## src/rtl/acl_axis_sequencer.sv

```systemverilog
// rtl/acl_axis_sequencer.sv - ADXL345 SPI configuration and axis-read sequencer
// Optional done watchdog is compiled in when ACL_DONE_TIMEOUT_EN is defined.
module acl_axis_sequencer #(
  parameter int NUM_AXES       = 3,
  parameter int FIRST_AXIS     = 0,
  parameter int SAMPLE_W       = 10,
  parameter int BREAK_CYCLES   = 4096,
  parameter int HOLD_CYCLES    = 2097152,
  parameter int DEBOUNCE       = 3,
  parameter int TIMEOUT_CYCLES = 65535
) (
  input  logic                         clk,
  input  logic                         rst,
  input  logic                         start,
  input  logic [7:0]                   rxdata,
  input  logic                         done,
  output logic                         transmit,
  output logic [15:0]                  txdata,
  output logic [NUM_AXES*SAMPLE_W-1:0] axis_data,
  output logic                         sample_valid,
  output logic                         config_done,
  output logic                         busy,
  output logic                         timeout_err
);

  localparam int          DATA_W    = NUM_AXES * SAMPLE_W;
  localparam logic [31:0] GAP_LAST  = 32'(BREAK_CYCLES - 1);
  localparam logic [31:0] HOLD_LAST = 32'(HOLD_CYCLES - 1);
  localparam logic [31:0] DEB_LAST  = 32'(DEBOUNCE - 1);
  localparam logic [2:0]  LAST_BYTE = 3'(2 * NUM_AXES - 1);
  localparam logic [7:0]  RD_BASE   = 8'(8'hB2 + 2 * FIRST_AXIS);
`ifdef ACL_DONE_TIMEOUT_EN
  localparam logic [31:0] TO_LAST   = 32'(TIMEOUT_CYCLES - 1);
`endif

  if (NUM_AXES < 1 || NUM_AXES > 3 || FIRST_AXIS < 0 || FIRST_AXIS + NUM_AXES > 3 ||
      SAMPLE_W < 9 || SAMPLE_W > 16 || BREAK_CYCLES < 1 || HOLD_CYCLES < 1 ||
      DEBOUNCE < 1 || TIMEOUT_CYCLES < 1) begin : g_bad_params
    $error("acl_axis_sequencer: illegal parameter combination");
  end

  typedef enum logic [2:0] {
    CFG_SEND, CFG_WAIT, GAP, IDLE, RD_SEND, RD_WAIT, COMMIT, HOLD
  } state_t;

  state_t            state_q, state_d;
  logic [31:0]       cnt_q, cnt_d;
  logic [1:0]        cfg_idx_q, cfg_idx_d;
  logic [2:0]        byte_idx_q, byte_idx_d;
  logic [DATA_W-1:0] shadow_q, shadow_d;
  logic [DATA_W-1:0] axis_data_q, axis_data_d;
  logic [15:0]       txdata_q, txdata_d;
  logic              transmit_q, transmit_d;
  logic              sample_valid_q, sample_valid_d;
  logic              config_done_q, config_done_d;
  logic              busy_q, busy_d;
  logic              timeout_err_q, timeout_err_d;
  logic              abort_q, abort_d;
  logic              armed_q, armed_d;
  logic              trig_q, trig_d;
  logic [31:0]       hi_cnt_q, hi_cnt_d;
  logic [15:0]       cfg_word;
  logic [1:0]        rd_axis;

  assign rd_axis  = byte_idx_q[2:1];
  assign cfg_word = (cfg_idx_q == 2'd0) ? 16'h2D08 :
                    (cfg_idx_q == 2'd1) ? 16'h2C08 : 16'h3100;

  // Trigger: one-cycle pulse after a low followed by DEBOUNCE consecutive high samples
  always_comb begin
    armed_d  = armed_q;
    hi_cnt_d = hi_cnt_q;
    trig_d   = 1'b0;
    if (!start) begin
      armed_d  = 1'b1;
      hi_cnt_d = '0;
    end else if (armed_q) begin
      if (hi_cnt_q == DEB_LAST) begin
        trig_d   = 1'b1;
        armed_d  = 1'b0;
        hi_cnt_d = '0;
      end else begin
        hi_cnt_d = hi_cnt_q + 32'd1;
      end
    end
  end

  // Sequencer next-state and registered-output computation
  always_comb begin
    state_d        = state_q;
    cnt_d          = cnt_q;
    cfg_idx_d      = cfg_idx_q;
    byte_idx_d     = byte_idx_q;
    shadow_d       = shadow_q;
    axis_data_d    = axis_data_q;
    txdata_d       = txdata_q;
    transmit_d     = 1'b0;
    sample_valid_d = 1'b0;
    config_done_d  = config_done_q;
    timeout_err_d  = timeout_err_q;
    abort_d        = abort_q;
    unique case (state_q)
      CFG_SEND: begin
        txdata_d   = cfg_word;
        transmit_d = 1'b1;
        cnt_d      = '0;
        state_d    = CFG_WAIT;
      end
      CFG_WAIT: begin
        if (done) begin
          cnt_d   = '0;
          state_d = GAP;
        end
`ifdef ACL_DONE_TIMEOUT_EN
        else if (cnt_q == TO_LAST) begin
          cnt_d         = '0;
          timeout_err_d = 1'b1;
          abort_d       = 1'b1;
          state_d       = GAP;
        end else begin
          cnt_d = cnt_q + 32'd1;
        end
`endif
      end
      GAP: begin
        if (cnt_q == GAP_LAST) begin
          cnt_d = '0;
          if (!config_done_q) begin
            // Configuration: a watchdog abort retries the same register
            if (abort_q) begin
              abort_d = 1'b0;
              state_d = CFG_SEND;
            end else if (cfg_idx_q == 2'd2) begin
              config_done_d = 1'b1;
              state_d       = IDLE;
            end else begin
              cfg_idx_d = cfg_idx_q + 2'd1;
              state_d   = CFG_SEND;
            end
          end else if (abort_q) begin
            // Read set abandoned: axis_data keeps the previous complete set
            abort_d = 1'b0;
            state_d = IDLE;
          end else if (byte_idx_q == LAST_BYTE) begin
            state_d = COMMIT;
          end else begin
            byte_idx_d = byte_idx_q + 3'd1;
            state_d    = RD_SEND;
          end
        end else begin
          cnt_d = cnt_q + 32'd1;
        end
      end
      IDLE: begin
        if (trig_q && config_done_q) begin
          byte_idx_d = '0;
          state_d    = RD_SEND;
        end
      end
      RD_SEND: begin
        txdata_d   = {RD_BASE + {5'd0, byte_idx_q}, 8'h00};
        transmit_d = 1'b1;
        cnt_d      = '0;
        state_d    = RD_WAIT;
      end
      RD_WAIT: begin
        if (done) begin
          for (int a = 0; a < NUM_AXES; a++) begin
            if (rd_axis == 2'(a)) begin
              if (!byte_idx_q[0]) shadow_d[a*SAMPLE_W +: 8] = rxdata;
              else shadow_d[a*SAMPLE_W+8 +: SAMPLE_W-8] = rxdata[SAMPLE_W-9:0];
            end
          end
          cnt_d   = '0;
          state_d = GAP;
        end
`ifdef ACL_DONE_TIMEOUT_EN
        else if (cnt_q == TO_LAST) begin
          cnt_d         = '0;
          timeout_err_d = 1'b1;
          abort_d       = 1'b1;
          state_d       = GAP;
        end else begin
          cnt_d = cnt_q + 32'd1;
        end
`endif
      end
      COMMIT: begin
        axis_data_d    = shadow_q;
        sample_valid_d = 1'b1;
        cnt_d          = '0;
        state_d        = start ? HOLD : IDLE;
      end
      HOLD: begin
        if (!start) begin
          cnt_d   = '0;
          state_d = IDLE;
        end else if (cnt_q == HOLD_LAST) begin
          cnt_d      = '0;
          byte_idx_d = '0;
          state_d    = RD_SEND;
        end else begin
          cnt_d = cnt_q + 32'd1;
        end
      end
      default: state_d = CFG_SEND;
    endcase
    busy_d = !(state_d inside {IDLE, HOLD});
  end

  // State and output registers with synchronous reset
  always_ff @(posedge clk) begin
    if (rst) begin
      state_q        <= CFG_SEND;
      cnt_q          <= '0;
      cfg_idx_q      <= '0;
      byte_idx_q     <= '0;
      shadow_q       <= '0;
      axis_data_q    <= '0;
      txdata_q       <= '0;
      transmit_q     <= 1'b0;
      sample_valid_q <= 1'b0;
      config_done_q  <= 1'b0;
      busy_q         <= 1'b0;
      timeout_err_q  <= 1'b0;
      abort_q        <= 1'b0;
      armed_q        <= 1'b0;
      trig_q         <= 1'b0;
      hi_cnt_q       <= '0;
    end else begin
      state_q        <= state_d;
      cnt_q          <= cnt_d;
      cfg_idx_q      <= cfg_idx_d;
      byte_idx_q     <= byte_idx_d;
      shadow_q       <= shadow_d;
      axis_data_q    <= axis_data_d;
      txdata_q       <= txdata_d;
      transmit_q     <= transmit_d;
      sample_valid_q <= sample_valid_d;
      config_done_q  <= config_done_d;
      busy_q         <= busy_d;
      timeout_err_q  <= timeout_err_d;
      abort_q        <= abort_d;
      armed_q        <= armed_d;
      trig_q         <= trig_d;
      hi_cnt_q       <= hi_cnt_d;
    end
  end

  assign transmit     = transmit_q;
  assign txdata       = txdata_q;
  assign axis_data    = axis_data_q;
  assign sample_valid = sample_valid_q;
  assign config_done  = config_done_q;
  assign busy         = busy_q;
  assign timeout_err  = timeout_err_q;

endmodule

```

## config.mk

```make
export PLATFORM = sky130hd
export DESIGN_NAME = acl_axis_sequencer
export DESIGN_NICKNAME = d
export VERILOG_FILES = /design/src/rtl/acl_axis_sequencer.sv
export SDC_FILE = /design/constraint.sdc
export NUM_CORES = 1
export LEC_CHECK = 0
export CAP_MARGIN = 20
export CORE_MARGIN = 3
export CORE_UTILIZATION = 45
export CTS_BUF_LIST = sky130_fd_sc_hd__clkbuf_8
export CTS_CLUSTER_SIZE = 24
export DETAILED_ROUTE_END_ITERATION = 8
export GPL_TIMING_DRIVEN = 0
export PLACE_DENSITY = 0.65
export SYNTH_ARGS = -nofsm -noshare
export SYNTH_HDL_FRONTEND = slang
export SYNTH_SLANG_ARGS = --single-unit
```

## constraint.sdc

```tcl
create_clock -name clk -period 6.96 [get_ports clk]
set_input_delay 1.392 -clock clk [delete_from_list [all_inputs] [get_ports clk]]
set_output_delay 1.392 -clock clk [all_outputs]
set_load 0.02 [all_outputs]
```

==> impl_metrics.yaml <==
outcome:
  outcome: "complete, no violations"
setup_path:
  required_ns: 7.29
  cp_max_fo: 10
  critPathMaxStageDelay_ns: 0.55
  cp-startpoint: "start"
  crit_type: "in -> reg"
  startpoint_type: "primary input"
  end_kind: "flop"
  cpMaxStageDelayCell: "clkdlybuf4s50_1"
  path_buf_inv: 3
  arrival_ns: 3.71
  path_delay_family: "buffers and inverters"
  cp_cell_sequence: "clkdlybuf4s50_1 -> a21boi_0 -> nor2_1 -> o21a_1 -> o31ai_1 -> clkbuf_1 -> clkbuf_1 -> nor2_1"
  r2r-start: "cnt_q[0]"
global_route:
  grt_max_degree: 17
  antenna_found_initial: 0
  grt_pass1_vias: 5200
  overflow: 0
  grt_pass1_wl_um: 24800
  grt.total_usage_pct: 18.91
placement:
  hpwl_um: 10780
  gp_congestion: 0.9075
  place_ws_ns: 3.109
  io_buffers: 53
  placed_cell_area_mm2: 0.007253
timing:
  max_slew_margin_pct: 35.10
  final.setup.worst_slack_ns: 3.579
  period_minus_slack_ns: 3.381
  finalHoldViolCount: 0
  setup_viol: 0
  finalCritPeriodShare_pct: 48.58
  fmax_mhz: 295.7
  skew_ns: 0.01402
  slew_violations: 0
  rsz0062_at_grt: "false"
  worst_pin_slew_ns: 0.9660
  finalSetupTns_ns: 0
hold_path:
  hold_start: "axis_data[5]"
  worstHoldPathType: "reg -> reg"
synth:
  synth.distinct_cells: 57
  netlist_area_mm2: 0.006467
  synth_cells: 773
  yosysSeqAreaShare_pct: 45.19
  synth_edf_count: 0
  synth.avg_cell_area_um2: 8.367
  synth_seq_cells: 146
  synth_warnings: 0
  async_reset_ff_share_pct: 0
  synthFlopType: "dfxtp_1"
cts:
  numCtsBuffers: 17
  cts_max_path_buffers: 2
  postCtsSetupBuffers: 0
  cts_resized: 0
  clk_pin_slew_ns: 0.09
  cts_sinks: 146
  root_buffer: "clkbuf_8"
  h-tree-depth: 4
  hold_buffers: 0
  cts_tree: "built"
  clk_latency_ns: 0.46
finish:
  synthToLayoutAreaGrowth_pct: 18.88
  mostFrequentLayoutCells: "dfxtp_1, nand2_1, nor2_1, a21oi_1, clkdlybuf4s50_1"
  final_util_pct: 54.96
  drive_gt1_share_pct: 6.120
  final_common_cell: "dfxtp_1"
  antenna_cells: 0
  design_area_mm2: 0.007689
  n_fill_cell: 1318
  final_nets: 878
route:
  via_per_inst: 5.338
  drtIter0Drc: 405
  via_count: 5584
  dr.pass1.iters: 5
  routedWlPerCell_um: 14.26
  drtAntennaViolNets: 0
  drc: 0
  wirelength_um: 14910
power:
  ir_drop_mv: 0.1612
  power_density_mw_per_mm2: 223.6
  leakage_uw: 0.002533
floorplan:
  die_w_um: 125.9
  pin_count: 63
  core_mm2: 0.01399
  die_h_um: 125.9
  die-area_mm2: 0.01585
  initial_core_util_pct: 46.23
  rows: 43
flow_run:
  maxCapViolations: 0
==> path summary, 6_finish.rpt <==
kind	cells after the start	slack, ns	to
max	8	3.58	cnt_q[26]
min	2	0.46	axis_data[5]
max reg2reg	8	4.12	cnt_q[26]
min reg2reg	2	0.46	axis_data[5]
==> worst reg2reg max path, cell delays in order, from the launching register on <==
cell and delay, ns:
dfxtp_1 0.37, ha_1 0.29, and4_1 0.23, nand3_1 0.30, o21a_1 0.33, o31ai_1 0.24
clkbuf_1 0.44, clkbuf_1 0.42, nor2_1 0.10
==> per-stage QoR <==
| step | cells | hold slack, ns | power (µW) |
|---|---|---|---|
| 2_1_floorplan | 781 | 0.4312 | 964.7 |
| 3_3_place_gp | 1014 | 0.4382 | 1015 |
| 3_5_place_dp | 1014 | 0.4466 | 1018 |
| 4_1_cts | 1046 | 0.4586 | 1736 |
| 5_1_grt | 1046 | 0.4724 | 1785 |
| 6_report | 1046 | 0.4566 | 1719 |
==> per-layer routing <==
layer  share of wire [%]  track usage (%)  vias up
met3                 3.8            4.368       23
met1                  48            24.83     2642
met4                 1.7            6.246        0
met2                  46            30.89      106
li1                    -                -     2813
met5                   0                0        -
==> synthesized netlist by cell type, drive strengths merged, types with 4 or more instances <==
cell | number | area, µm²
xor2 | 28 | 245.2
nor2 | 101 | 379.1
clkbuf | 37 | 138.9
nor4 | 22 | 137.6
a21o | 5 | 37.54
and4 | 5 | 43.79
and3 | 10 | 62.56
a31oi | 4 | 25.02
ha | 13 | 162.7
and2 | 7 | 43.79
or3 | 4 | 25.02
dfxtp | 146 | 2923
inv | 16 | 60.06
o31ai | 5 | 37.54
mux2i | 25 | 250.2
nand4 | 28 | 190.2
nand3 | 38 | 190.2
nand2b | 5 | 31.28
nor3 | 19 | 95.09
or4 | 4 | 30.03
o21ai | 11 | 55.05
xnor2 | 25 | 219.0
buf | 12 | 87.57
nand2 | 107 | 401.6
a21oi | 61 | 309.1
==> cells by family after synthesis <==
logic type      synth area share, %
flops                         45.19
other cells                 0.05798
simple gates                  26.64
compound gates                9.828
fa+ha+maj                     2.515
xor+xnor                      7.177
buf+inv                       4.546
mux                           4.043
==> cell type report <==
| type | instances | area (µm²) | area share (%) |
|---|---|---|---|
| inverter | 18 | 67.56 | 0.8788 |
| timing repair buffer | 53 | 530.5 | 6.900 |
| clock inverter | 13 | 173.9 | 2.262 |
| buffer | 49 | 226.5 | 2.945 |
| clock buffer | 19 | 261.5 | 3.401 |
| sequential | 146 | 2923 | 38.01 |
| multi-input combinational | 568 | 3281 | 42.67 |
| tap | 180 | 225.2 | 2.929 |
==> sequential cells by signal (all words and copies together) (netlist names), 2 cells and up <==
signal      count
cnt_q          32
hi_cnt_q       32
axis_data      30
shadow_q       30
txdata          8
byte_idx_q      3
state_q         3
cfg_idx_q       2
==> report_power, final <==
group	internal (µW)	total, µW	switching (µW)
Combinational	49.1	147	97.4
Clock	379	718	339
Sequential	847	854	7.11
Total	1280	1720	444
Note: power is estimated with default switching activity, not from simulation.
